### src/rtl/taxi_fare_acc.sv
// Fare accumulator for the taximeter.
// Counts distance pulses into a 3-digit BCD fare in 100-won units (000..999),
// tracks the trip mode (normal/premium), and holds the final fare until the
// receipt handshake (ack) releases it.
module taxi_fare_acc #(
  parameter int unsigned BASE_N = 38,  // normal base fare, 100-won units
  parameter int unsigned BASE_P = 50,  // premium base fare, 100-won units
  parameter int unsigned STEP_N = 1,   // per-pulse increment, normal
  parameter int unsigned STEP_P = 2    // per-pulse increment, premium
) (
  input  logic       clk,
  input  logic       reset,
  input  logic       normal,
  input  logic       premium,
  input  logic       stop,
  input  logic       meter,
  input  logic       ack,
  output logic [3:0] fare_d0,
  output logic [3:0] fare_d1,
  output logic [3:0] fare_d2,
  output logic       running,
  output logic       prem_mode,
  output logic       done,
  output logic       sat,
  output logic [9:0] tick_cnt
);

  // ---------------------------------------------------------------------------
  // Constants
  // ---------------------------------------------------------------------------
  localparam logic [1:0] StIdle = 2'd0;
  localparam logic [1:0] StRunN = 2'd1;
  localparam logic [1:0] StRunP = 2'd2;
  localparam logic [1:0] StHold = 2'd3;

  localparam logic [9:0] CntMax = 10'h3ff;

  // Elaboration-time binary to 3-digit BCD conversion of the base fares.
  function automatic logic [11:0] to_bcd(input int unsigned v);
    logic [11:0] r;
    r[11:8] = 4'((v / 100) % 10);
    r[7:4]  = 4'((v / 10) % 10);
    r[3:0]  = 4'(v % 10);
    return r;
  endfunction

  localparam logic [11:0] BaseNBcd = to_bcd(BASE_N);
  localparam logic [11:0] BasePBcd = to_bcd(BASE_P);
  localparam logic [3:0]  StepN    = 4'(STEP_N);
  localparam logic [3:0]  StepP    = 4'(STEP_P);

  // ---------------------------------------------------------------------------
  // Registers
  // ---------------------------------------------------------------------------
  logic       m1_q, m2_q, m3_q;
  logic [1:0] state_q, state_d;
  logic [3:0] d0_q, d0_d;
  logic [3:0] d1_q, d1_d;
  logic [3:0] d2_q, d2_d;
  logic       sat_q, sat_d;
  logic [9:0] cnt_q, cnt_d;

  // ---------------------------------------------------------------------------
  // Distance pulse synchronizer and rising-edge detect
  // ---------------------------------------------------------------------------
  logic tick;

  // Three-stage meter synchronizer; m3 only serves the edge detector.
  always_ff @(posedge clk) begin
    if (reset) begin
      m1_q <= 1'b0;
      m2_q <= 1'b0;
      m3_q <= 1'b0;
    end else begin
      m1_q <= meter;
      m2_q <= m1_q;
      m3_q <= m2_q;
    end
  end

  // A level already high on entry to RUN is not an edge, so it never ticks.
  assign tick = m2_q & ~m3_q;

  // ---------------------------------------------------------------------------
  // BCD increment by the current mode's step, with saturation at 999
  // ---------------------------------------------------------------------------
  logic [3:0] step_sel;
  logic [4:0] sum0, sum1, sum2;
  logic       c0, c1, c2;
  logic [3:0] add0, add1, add2;

  // Ripple decimal add; a carry out of the top digit means the fare passed 999.
  always_comb begin
    step_sel = (state_q == StRunP) ? StepP : StepN;

    sum0 = 5'(d0_q) + 5'(step_sel);
    c0   = (sum0 > 5'd9);
    add0 = c0 ? 4'(sum0 - 5'd10) : sum0[3:0];

    sum1 = 5'(d1_q) + 5'(c0);
    c1   = (sum1 > 5'd9);
    add1 = c1 ? 4'(sum1 - 5'd10) : sum1[3:0];

    sum2 = 5'(d2_q) + 5'(c1);
    c2   = (sum2 > 5'd9);
    add2 = c2 ? 4'(sum2 - 5'd10) : sum2[3:0];
  end

  // ---------------------------------------------------------------------------
  // Trip FSM and fare datapath next-state
  // ---------------------------------------------------------------------------
  // Next state, fare, saturation flag and pulse count for the current cycle.
  always_comb begin
    state_d = state_q;
    d0_d    = d0_q;
    d1_d    = d1_q;
    d2_d    = d2_q;
    sat_d   = sat_q;
    cnt_d   = cnt_q;

    case (state_q)
      StIdle: begin
        if (normal) begin
          state_d            = StRunN;
          {d2_d, d1_d, d0_d} = BaseNBcd;
          sat_d              = 1'b0;
          cnt_d              = '0;
        end else if (premium) begin
          state_d            = StRunP;
          {d2_d, d1_d, d0_d} = BasePBcd;
          sat_d              = 1'b0;
          cnt_d              = '0;
        end
      end

      StRunN, StRunP: begin
        // The tick uses the step of the state we are leaving, even when this
        // same cycle switches rate or ends the trip.
        if (tick) begin
          if (c2) begin
            {d2_d, d1_d, d0_d} = {4'd9, 4'd9, 4'd9};
            sat_d              = 1'b1;
          end else begin
            {d2_d, d1_d, d0_d} = {add2, add1, add0};
          end
          if (cnt_q != CntMax) begin
            cnt_d = cnt_q + 10'd1;
          end
        end

        if (stop) begin
          state_d = StHold;
        end else if (normal) begin
          state_d = StRunN;
        end else if (premium) begin
          state_d = StRunP;
        end
      end

      StHold: begin
        // sat survives the receipt; it clears only at the next trip start.
        if (ack) begin
          state_d            = StIdle;
          {d2_d, d1_d, d0_d} = 12'h000;
          cnt_d              = '0;
        end
      end

      default: begin
        state_d = StIdle;
      end
    endcase
  end

  // State and datapath registers with synchronous reset.
  always_ff @(posedge clk) begin
    if (reset) begin
      state_q <= StIdle;
      d0_q    <= 4'd0;
      d1_q    <= 4'd0;
      d2_q    <= 4'd0;
      sat_q   <= 1'b0;
      cnt_q   <= '0;
    end else begin
      state_q <= state_d;
      d0_q    <= d0_d;
      d1_q    <= d1_d;
      d2_q    <= d2_d;
      sat_q   <= sat_d;
      cnt_q   <= cnt_d;
    end
  end

  // ---------------------------------------------------------------------------
  // Outputs
  // ---------------------------------------------------------------------------
  // Status flags decode the registered state directly.
  always_comb begin
    fare_d0   = d0_q;
    fare_d1   = d1_q;
    fare_d2   = d2_q;
    running   = (state_q == StRunN) || (state_q == StRunP);
    prem_mode = (state_q == StRunP);
    done      = (state_q == StHold);
    sat       = sat_q;
    tick_cnt  = cnt_q;
  end

endmodule
### config.mk
export PLATFORM = sky130hd
export DESIGN_NAME = taxi_fare_acc
export DESIGN_NICKNAME = d
export VERILOG_FILES = /design/src/rtl/taxi_fare_acc.sv
export SDC_FILE = /design/constraint.sdc
export NUM_CORES = 1
export LEC_CHECK = 0
export CORE_MARGIN = 5
export CORE_UTILIZATION = 58
export CTS_CLUSTER_DIAMETER = 150
export DETAILED_ROUTE_END_ITERATION = 8
export PLACE_DENSITY = 0.86
export SLEW_MARGIN = 5
export SYNTH_ARGS = -nofsm -noshare
export SYNTH_HDL_FRONTEND = slang
export SYNTH_SLANG_ARGS = --single-unit
### constraint.sdc
create_clock -name clk -period 12.4 [get_ports clk]
set_input_delay 2.48 -clock clk [delete_from_list [all_inputs] [get_ports clk]]
set_output_delay 2.48 -clock clk [all_outputs]
set_load 0.01 [all_outputs]
==> impl_metrics.tcl, run 1 <==
set metrics [dict create \
    status "complete, no violations" \
    clk_pin_slew_ns 0.16 \
    post-route-period-util 0.449 \
    p_switching_uw 106 \
    leakagePower_nw 0.819 \
    vdd_drop_max_mv 0.0864 \
    rrSetupSlack_ns 6.83 \
    p_int_uw 175 \
    cap_violations 0 \
    slew_viol_final 0 \
    hold_path.class "reg2reg" \
    globalplace.congestion 0.962 \
    yosys-top-cells-area "dfxtp_1 (28%), ha_1 (8.1%), xnor2_1 (4.8%)" \
    pwr-share-seq 0.378 \
    worstMarginPinSlew_ns 1.06 \
    slowest_delay_ns 0.49 \
    timing.rr.start "state_q[0]$_SDFFE_PP0P_" \
    layout-drive-gt1-share 0.0849 \
    cp_top_family "adder cells" \
    max_freq_ghz 0.179 \
    start_util 0.600 \
    route.detailed.drc 0 \
    async_flop_share 0 \
    skew_ns 0.00986 \
    synth_compound_area_frac 0.208 \
    nNetsFinal 281 \
    cts_root_buf "clkbuf_4" \
    synth_area_um2 2000 \
    crit_buf_inv 4 \
    dieArea_um2 4720 \
    syn2layout_area_growth_pct 17.9 \
    vias 1801 \
    synth_edf_count 0 \
    synth_fa_ha_area_frac 0.0913 \
    finalHoldViolCount 0 \
    cp-end-kind "register" \
    row_count 21 \
    clockPowerShare 0.221 \
    period_needed_ns 5.57 \
    boundaryPins 33 \
    dr.pass1.iters 4 \
    grt-ovfl-total 0 \
    setup.worst_path.class "reg2reg" \
    final_common_cell "clkdlybuf4s50_1" \
    setup_slack_ns 6.83 \
    drtAntennaViolNets 0 \
    synthMuxAreaShare 0.0113 \
    netlist-cell-type-count 60 \
    cts_tree "done" \
    rsz0062_at_grt "no" \
    combinationalPowerShare 0.401 \
    hold_path_end "m2_q$_SDFF_PP0_" \
    synth_seq_cells 28 \
    crit_cells 25 \
    htreeDepth 1 \
    drt_first_iter_violations 157 \
    r2r_cells 25 \
    dp_hpwl_mm 3.34 \
    cp-start-kind "register" \
    synth_top_area_frac 0.280 \
    grt_max_degree 30 \
    synthesis.instances 235 \
    switching_share 0.376 \
    layout_common_cells "clkdlybuf4s50_1 (32), dfxtp_1 (28), nor2_1 (23)" \
    max-slew-margin-rel 0.296 \
    grt_pass1_wl_mm 7.87 \
    slowest_stage "fa_1" \
    yosysWarnings 0 \
    worstPathArrival_ns 5.88 \
    post-place-ws_ns 6.96 \
    ys_seq_area_frac 0.280 \
    routed_wl_mm 4.60 \
    cp_common_cell "ha_1" \
    grt_pass1_vias 1689 \
    min_from "m1_q$_SDFF_PP0_" \
    grt_use_total 0.218 \
    vias_per_cell 5.90 \
    core_um2 3340 \
    chipHeight_um 68.7 \
    final_core_util 0.707 \
    yosys_most_used_dff "dfxtp_1" \
    whs_path_depth 1 \
    antenna_found_initial 0 \
    routedWlPerCell_um 15.1 \
    reg2reg_to "fare_d0[2]$_SDFFE_PP0P_" \
    worst-path-max-fanout 8 \
    synthXorXnorAreaFrac 0.0563 \
    antenna_cells 0 \
    die_w_um 68.7 \
    post_cts_resized 0 \
    setup_violations 0 \
    yosys.area_share.simple 0.298 \
    cts_sinks 28 \
    timing.setup.tns_ns 0 \
    powerDensity_nw_per_um2 119 \
    yosys.area.top_type "dfxtp_1" \
    clk_path_buf_depth 2 \
    clk-insertion-delay-late_ns 0.35 \
    synth_top_family_by_area "simple AND/OR/NAND/NOR gates" \
    power_uw 281 \
    cts_hold_repair.buffers 0 \
    cts_inserted_buffers 3 \
    crit_required_ns 12.71 \
    io_buffers 32 \
    syn_avg_cell_area_um2 8.51 \
    post_cts_buffers 0 \
    synth_nets 256 \
]
-- per-layer routing --
metal,GRT usage,share of wire
met1,0.300,0.46
met2,0.338,0.47
met3,0.0259,0.041
met4,0.105,0.025
met5,0,0
-- worst max-delay path by stage --
stage / start / endpoint / slack [ns]
after detailed placement: state_q[0]$_SDFFE_PP0P_ / fare_d0[2]$_SDFFE_PP0P_ / 6.96
final: state_q[0]$_SDFFE_PP0P_ / fare_d0[2]$_SDFFE_PP0P_ / 6.83
after CTS: state_q[0]$_SDFFE_PP0P_ / fare_d0[2]$_SDFFE_PP0P_ / 6.90
after global placement: state_q[0]$_SDFFE_PP0P_ / fare_d0[2]$_SDFFE_PP0P_ / 7.18
after global routing: state_q[0]$_SDFFE_PP0P_ / fare_d0[2]$_SDFFE_PP0P_ / 6.50
after floorplan: state_q[0]$_SDFFE_PP0P_ / fare_d0[2]$_SDFFE_PP0P_ / 7.49
-- cells by family (layout without fill, tap and decap cells) --
group / Yosys count / after routing
muxes: 2 / 2
xor gates and xnor gates: 12 / 12
adders and majority gates: 14 / 14
buffers and inverters: 22 / 46
DFF: 28 / 28
AOI/OAI and AO/OA: 60 / 60
and+or+nand+nor: 97 / 97
-- registers in the layout, summed over array words and instances, names as in the netlist --
name / count
m3_q: 1
tick_cnt: 10
fare_d1: 4
state_q: 2
fare_d2: 4
m1_q: 1
sat: 1
m2_q: 1
fare_d0: 4
-- power by group through the flow --
| stage | sequential (mW) | clock (mW) | combinational, mW |
|---|---|---|---|
| CTS | 0.106 | 0.0639 | 0.111 |
| floorplan | 0.107 | 0 | 0.0835 |
| global route | 0.108 | 0.0672 | 0.125 |
| finish | 0.106 | 0.0622 | 0.113 |
| global placement | 0.108 | 0 | 0.109 |
| detailed placement | 0.108 | 0 | 0.110 |
-- Yosys cell counts (all sizes together), types with 3 or more instances --
| cell | instances |
|---|---|
| a211oi | 3 |
| a21oi | 16 |
| a31oi | 3 |
| and3b | 3 |
| and4 | 3 |
| buf | 8 |
| clkbuf | 4 |
| dfxtp | 28 |
| ha | 13 |
| inv | 10 |
| nand2 | 19 |
| nand2b | 4 |
| nand3 | 5 |
| nand3b | 4 |
| nor2 | 23 |
| nor2b | 6 |
| nor3 | 7 |
| nor3b | 4 |
| nor4 | 6 |
| nor4b | 5 |
| o21ai | 8 |
| o22ai | 3 |
| xnor2 | 11 |
-- stage by stage --
stage          hold WS [ns]  instances  instance area [µm²]
6_report              0.461        305                 2360
5_1_grt               0.478        305                 2360
2_1_floorplan         0.414        235                 2000
3_5_place_dp          0.434        301                 2310
4_1_cts               0.464        305                 2360
3_3_place_gp          0.423        301                 2310
-- area by class of cell --
type / count / area [µm²]
Clock inverter: 1 / 30.0
Sequential cell: 28 / 561
Tap cell: 46 / 57.6
Fill cell: 273 / 978
Timing Repair Buffer: 32 / 320
Inverter: 10 / 37.5
Clock buffer: 3 / 22.5
Multi-Input combinational cell: 185 / 1330
Power figures use the tool's default switching activity.
==> run 2: changes to the inputs <==
Settings changed: CORE_UTILIZATION 58 to 53, PLACE_DENSITY 0.86 to 0.79.
Clock period 12.4 ns to 5.4 ns, I/O delays scaled along.
==> impl_metrics.tcl, run 2 (same netlist as run 1, synthesis figures left out) <==
set metrics [dict create \
    status "complete, no violations" \
    setup.worst_path.class "reg2reg" \
    die_w_um 71.4 \
    worstPathArrival_ns 5.31 \
    drtAntennaViolNets 0 \
    route.detailed.drc 0 \
    clk-insertion-delay-late_ns 0.28 \
    start_util 0.546 \
    chipHeight_um 71.4 \
    grt-ovfl-total 0 \
    setup_violations 0 \
    dieArea_um2 5100 \
    period_needed_ns 5.09 \
    dpl_cell_area_um2 2330 \
    post-route-period-util 0.943 \
    syn2layout_area_growth_pct 22.3 \
    fin_area_um2 2450 \
    grt_pass1_wl_mm 8.02 \
    finalHoldViolCount 0 \
    row_count 22 \
    drt_first_iter_violations 140 \
    grt_use_total 0.188 \
    cts_tree "done" \
    cp_top_family "adder cells" \
    final_common_cell "clkdlybuf4s50_1" \
    core_um2 3660 \
    dr.pass1.iters 4 \
    powerDensity_nw_per_um2 257 \
    routedWlPerCell_um 15.2 \
    hold_path.class "reg2reg" \
    largest_register_ffs 10 \
    slowest_stage "fa_2" \
    vias 1820 \
    skew_ns 0.00749 \
    whs_ns 0.448 \
    routed_wl_mm 4.72 \
    final_core_util 0.668 \
    crit_buf_inv 4 \
    vias_per_cell 5.87 \
    cts_root_buf "clkbuf_8" \
    max-slew-margin-rel 0.294 \
    cts_sinks 28 \
    worstMarginPinSlew_ns 1.06 \
    timing.setup.tns_ns 0 \
    clk_path_buf_depth 2 \
    layout_common_cells "clkdlybuf4s50_1 (32), dfxtp_1 (27), nor2_1 (22)" \
    clk_pin_slew_ns 0.10 \
    grt_max_degree 30 \
    antenna_found_initial 0 \
    globalplace.congestion 0.861 \
    cap_violations 0 \
    cp_common_cell "ha_1" \
    max_freq_ghz 0.196 \
    vdd_drop_max_mv 0.186 \
    slew_viol_final 0 \
    io_buffers 32 \
    htreeDepth 1 \
    rsz0062_at_grt "no" \
    cp-start-kind "register" \
    worst-path-max-fanout 6 \
    grt_pass1_vias 1694 \
    layout-drive-gt1-share 0.145 \
    cts_inserted_buffers 3 \
    antenna_cells 0 \
    cp-end-kind "register" \
    leakagePower_nw 0.837 \
    crit_required_ns 5.62 \
    slowest_delay_ns 0.40 \
    fillers 309 \
    boundaryPins 33 \
    dp_hpwl_mm 3.41 \
    nNetsFinal 285 \
]
run 2: cell types whose count changed in the layout (fill, tap and decap cells not counted), sizes merged:
cell / previous run / this run
bufinv: 1 / 0
buf: 0 / 4
run 2: path summary, 6_finish.rpt:
check / start / end / slack [ns] / cells past startpoint
setup reg to reg: state_q[0]$_SDFFE_PP0P_ / fare_d0[2]$_SDFFE_PP0P_ / 0.31 / 25
hold reg to reg: m1_q$_SDFF_PP0_ / m2_q$_SDFF_PP0_ / 0.45 / 1
setup / recovery: state_q[0]$_SDFFE_PP0P_ / fare_d0[2]$_SDFFE_PP0P_ / 0.31 / 25
hold / removal: m1_q$_SDFF_PP0_ / m2_q$_SDFF_PP0_ / 0.45 / 1
run 2: area by class of cell:
type,instances,area [µm²],area share
Tap cell,48,60.1,0.0245
Inverter,10,37.5,0.0153
Multi-Input combinational cell,185,1400,0.571
Clock buffer,3,41.3,0.0169
Timing Repair Buffer,36,350,0.143
Sequential cell,28,562,0.230
run 2: routing by layer:
layer	vias to the layer above	part of all wire	GRT usage
met5	-	0	0
met4	0	0.011	0.0480
met3	6	0.031	0.0281
met2	39	0.47	0.289
met1	859	0.49	0.273
li1	916	-	-
run 2: through the flow:
stage | cells | power [mW] | worst slack, ns
floorplan | 235 | 0.437 | 0.494
global placement | 306 | 0.505 | 0.272
detailed placement | 306 | 0.507 | 0.0546
CTS | 309 | 0.622 | 0.0314
global route | 310 | 0.673 | 0.0299
finish | 310 | 0.630 | 0.307
run 2: where the power goes:
part	total (mW)	switching (mW)	internal (mW)
registers	0.246	0.0238	0.222
logic	0.269	0.156	0.113
clock network	0.115	0.0653	0.0502
total	0.630	0.245	0.385
run 2: worst register-to-register path, cell delays in order, from the launching register on:
cell and delay (ns):
dfxtp_2 0.35, inv_1 0.07, ha_1 0.23, inv_1 0.11, ha_1 0.17, inv_1 0.06
fa_2 0.40, xor2_2 0.18, ha_1 0.20, nor2b_1 0.14, a31oi_1 0.07, a32o_1 0.23
or2_4 0.24, ha_2 0.21, ha_2 0.35, inv_2 0.06, a21oi_1 0.16, o22ai_1 0.10
a21oi_1 0.15, ha_2 0.21, ha_1 0.26, nand2b_1 0.19, a31oi_4 0.27, o31ai_4 0.13
o41ai_2 0.37, a31o_1 0.16
run 2: repair_timing:
item	in CTS	in global routing
resized for setup	0	16
hold buffers	0	0
endpoints found under the setup margin	0	12
setup buffers	0	1
==> RTL change: new RTL, flow settings as in run 2 <==
Register the output `tick_cnt`, with the module's reset; this adds one clock of latency there. The other outputs are not delayed to match.
--- a/src/rtl/taxi_fare_acc.sv
+++ b/src/rtl/taxi_fare_acc.sv
@@ -37,2 +37,4 @@
 
+  logic [9:0] tick_cnt_d;
+
   // Elaboration-time binary to 3-digit BCD conversion of the base fares.
@@ -205,3 +207,11 @@
     sat       = sat_q;
-    tick_cnt  = cnt_q;
+    tick_cnt_d = cnt_q;
+  end
+
+  always_ff @(posedge clk) begin
+    if (reset) begin
+      tick_cnt <= '0;
+    end else begin
+      tick_cnt <= tick_cnt_d;
+    end
   end
Check against the original RTL: not equivalent (Yosys sat finds a counterexample within 4 cycles, from zero or initial values and one cycle with reset high).
==> RTL change against run 2 <==
- design area is 7.6% higher
- setup slack improved by 0.072 ns
- power up 34%
- routed wire length is 3.4% higher
- global-route usage is 0.25 points higher
- core utilization fell by 0.56 points
- non-clock buffer count fell by 3
- sequential cell count is 10 higher
- first-iteration DRC count increased by 26%
- area after synthesis grew 8.1%
- critical path type unchanged
- critical endpoint is now fare_d1[1]$_SDFFE_PP0P_
- largest cell class unchanged
- highest routed layer unchanged
==> RTL change: results (changes against run 2) <==
<table>
<tr><th>Metric</th><th>Value</th></tr>
<tr><th colspan="2">Worst setup path</th></tr>
<tr><td>Critical Path Fanout Max</td><td>9 (+3)</td></tr>
<tr><td>Worst path max stage delay</td><td>0.63 ns (+0.23 ns)</td></tr>
<tr><td>Endpoint of the worst setup timing path</td><td>fare_d1[1]$_SDFFE_PP0P_</td></tr>
<tr><td>Crit-path slowest cell</td><td>sky130_fd_sc_hd__fa_1</td></tr>
<tr><th colspan="2">CTS</th></tr>
<tr><td>H-tree levels</td><td>2 (+1)</td></tr>
<tr><td>Clock transition at the register clock pins on the worst setup and hold paths after CTS</td><td>0.07 ns (-0.03 ns)</td></tr>
<tr><th colspan="2">Finish</th></tr>
<tr><td>Number of fill cells</td><td>343 (+11%)</td></tr>
<tr><td>Post-layout net count</td><td>303 (+6.3%)</td></tr>
<tr><th colspan="2">GRT</th></tr>
<tr><td>Pin count of the biggest net entering global routing</td><td>32 (+6.7%)</td></tr>
<tr><td>Wire length of the first global-routing pass</td><td>8.14 mm (+1.5%)</td></tr>
<tr><td>Gr usage total</td><td>19.0% (+0.25 points)</td></tr>
<tr><td>Via count of the first global-routing pass</td><td>1713 (+1.1%)</td></tr>
<tr><th colspan="2">Status</th></tr>
<tr><td>Run status</td><td>completed</td></tr>
<tr><th colspan="2">Placed design</th></tr>
<tr><td>DPL Wire Length</td><td>3.38 mm (-1.1%)</td></tr>
<tr><td>Instance area at placement</td><td>2480 µm² (+6.6%)</td></tr>
<tr><td>RD Place Congestion</td><td>0.874 (+1.5%)</td></tr>
<tr><th colspan="2">Power and ir drop</th></tr>
<tr><td>Leak Pwr</td><td>0.941 nW (+12%)</td></tr>
<tr><td>Switching component of the power</td><td>0.260 mW (+6.2%)</td></tr>
<tr><th colspan="2">Yosys</th></tr>
<tr><td>Top cells by area in the synthesized netlist</td><td>sky130_fd_sc_hd__dfxtp_1 (35%), sky130_fd_sc_hd__ha_1 (6.9%), sky130_fd_sc_hd__nor2b_1 (4.6%), sky130_fd_sc_hd__a21oi_1 (4.2%), sky130_fd_sc_hd__nor2_1 (4.0%)</td></tr>
<tr><td>Mean instance size in the synthesized netlist</td><td>8.42 µm² (-1.1%)</td></tr>
<tr><td>Sequential fraction of the synthesis area</td><td>35.2% (+7.1 points)</td></tr>
<tr><td>Post-synth top cells</td><td>sky130_fd_sc_hd__dfxtp_1 (38), sky130_fd_sc_hd__nor2_1 (23), sky130_fd_sc_hd__nand2_1 (19)</td></tr>
<tr><td>Number of nets produced by synthesis</td><td>277 (+8.2%)</td></tr>
<tr><th colspan="2">Timing</th></tr>
<tr><td>Worst Tran Pin Value</td><td>0.983 ns (-0.0754 ns)</td></tr>
<tr><th colspan="2">Detailed routing</th></tr>
<tr><td>Drt initial violations</td><td>177 (+26%)</td></tr>
</table>
==> RTL change: cell count changes after synthesis, moves of 3 or more <==
cell,delta
sky130_fd_sc_hd__nand3b_1,-3
sky130_fd_sc_hd__o211ai_1,+4
sky130_fd_sc_hd__nor4b_1,-3
sky130_fd_sc_hd__nand3_1,+6
sky130_fd_sc_hd__clkbuf_1,+7
sky130_fd_sc_hd__nand2b_1,+5
sky130_fd_sc_hd__nor2b_1,+11
sky130_fd_sc_hd__nor4_2,-4
sky130_fd_sc_hd__dfxtp_1,+10
sky130_fd_sc_hd__xnor2_1,-4
sky130_fd_sc_hd__a221oi_1,+3
sky130_fd_sc_hd__nand4_1,+5
sky130_fd_sc_hd__buf_2,-3
==> RTL change: logic make-up (layout without fill, tap and decap cells) <==
logic type                 count (synthesis)  in the layout  share of synthesized area [%]
and+or+nand+nor                          108            108                           27.6
AOI/OAI and AO/OA                         61             61                           19.2
DFF                                       38             38                           35.2
buffers and inverters                     25             52                           5.09
adders and majority gates                 13             13                           7.87
xor gates and xnor gates                   9              9                           3.64
muxes                                      3              3                           1.45
==> RTL change: worst min-delay path by stage <==
stage | cells past startpoint | end | slack, ns | start
6_report | 1 | m2_q$_SDFF_PP0_ | 0.44 | m1_q$_SDFF_PP0_
5_1_grt | 1 | m2_q$_SDFF_PP0_ | 0.48 | m1_q$_SDFF_PP0_
4_1_cts | 1 | m2_q$_SDFF_PP0_ | 0.45 | m1_q$_SDFF_PP0_
3_5_place_dp | 1 | m2_q$_SDFF_PP0_ | 0.43 | m1_q$_SDFF_PP0_
3_3_place_gp | 1 | m2_q$_SDFF_PP0_ | 0.42 | m1_q$_SDFF_PP0_
2_1_floorplan | 1 | m2_q$_SDFF_PP0_ | 0.41 | m1_q$_SDFF_PP0_
==> RTL change: what timing repair did <==
action,CTS,global route
buffers inserted,0,0
gates resized for setup,0,1
endpoints found under the setup margin,0,1
==> RTL change: power by group through the flow <==
stage	clock network (mW)	logic, mW	registers [mW]
final	0.296	0.229	0.320
after global routing	0.316	0.250	0.324
after CTS	0.302	0.228	0.319
after detailed placement	0	0.225	0.326
after global placement	0	0.223	0.325
after floorplan	0	0.168	0.322
==> RTL change: cell type report <==
type	count	area [µm²]	area share [%]
Multi-Input combinational cell	194	1300	49.3
Sequential cell	38	761	28.9
Timing Repair Buffer	33	328	12.5
Clock buffer	6	82.6	3.14
Tap cell	50	62.6	2.38
Clock inverter	2	60.1	2.28
Inverter	11	41.3	1.57
==> RTL change: layer usage <==
| layer | part of all wire [%] | vias to the layer above | GRT usage, % |
|---|---|---|---|
| met2 | 44 | 53 | 28.1 |
| met4 | 1.5 | 0 | 5.43 |
| met1 | 49 | 910 | 27.3 |
| li1 | - | 972 | - |
| met5 | 0 | - | 0 |
| met3 | 5.4 | 9 | 4.65 |
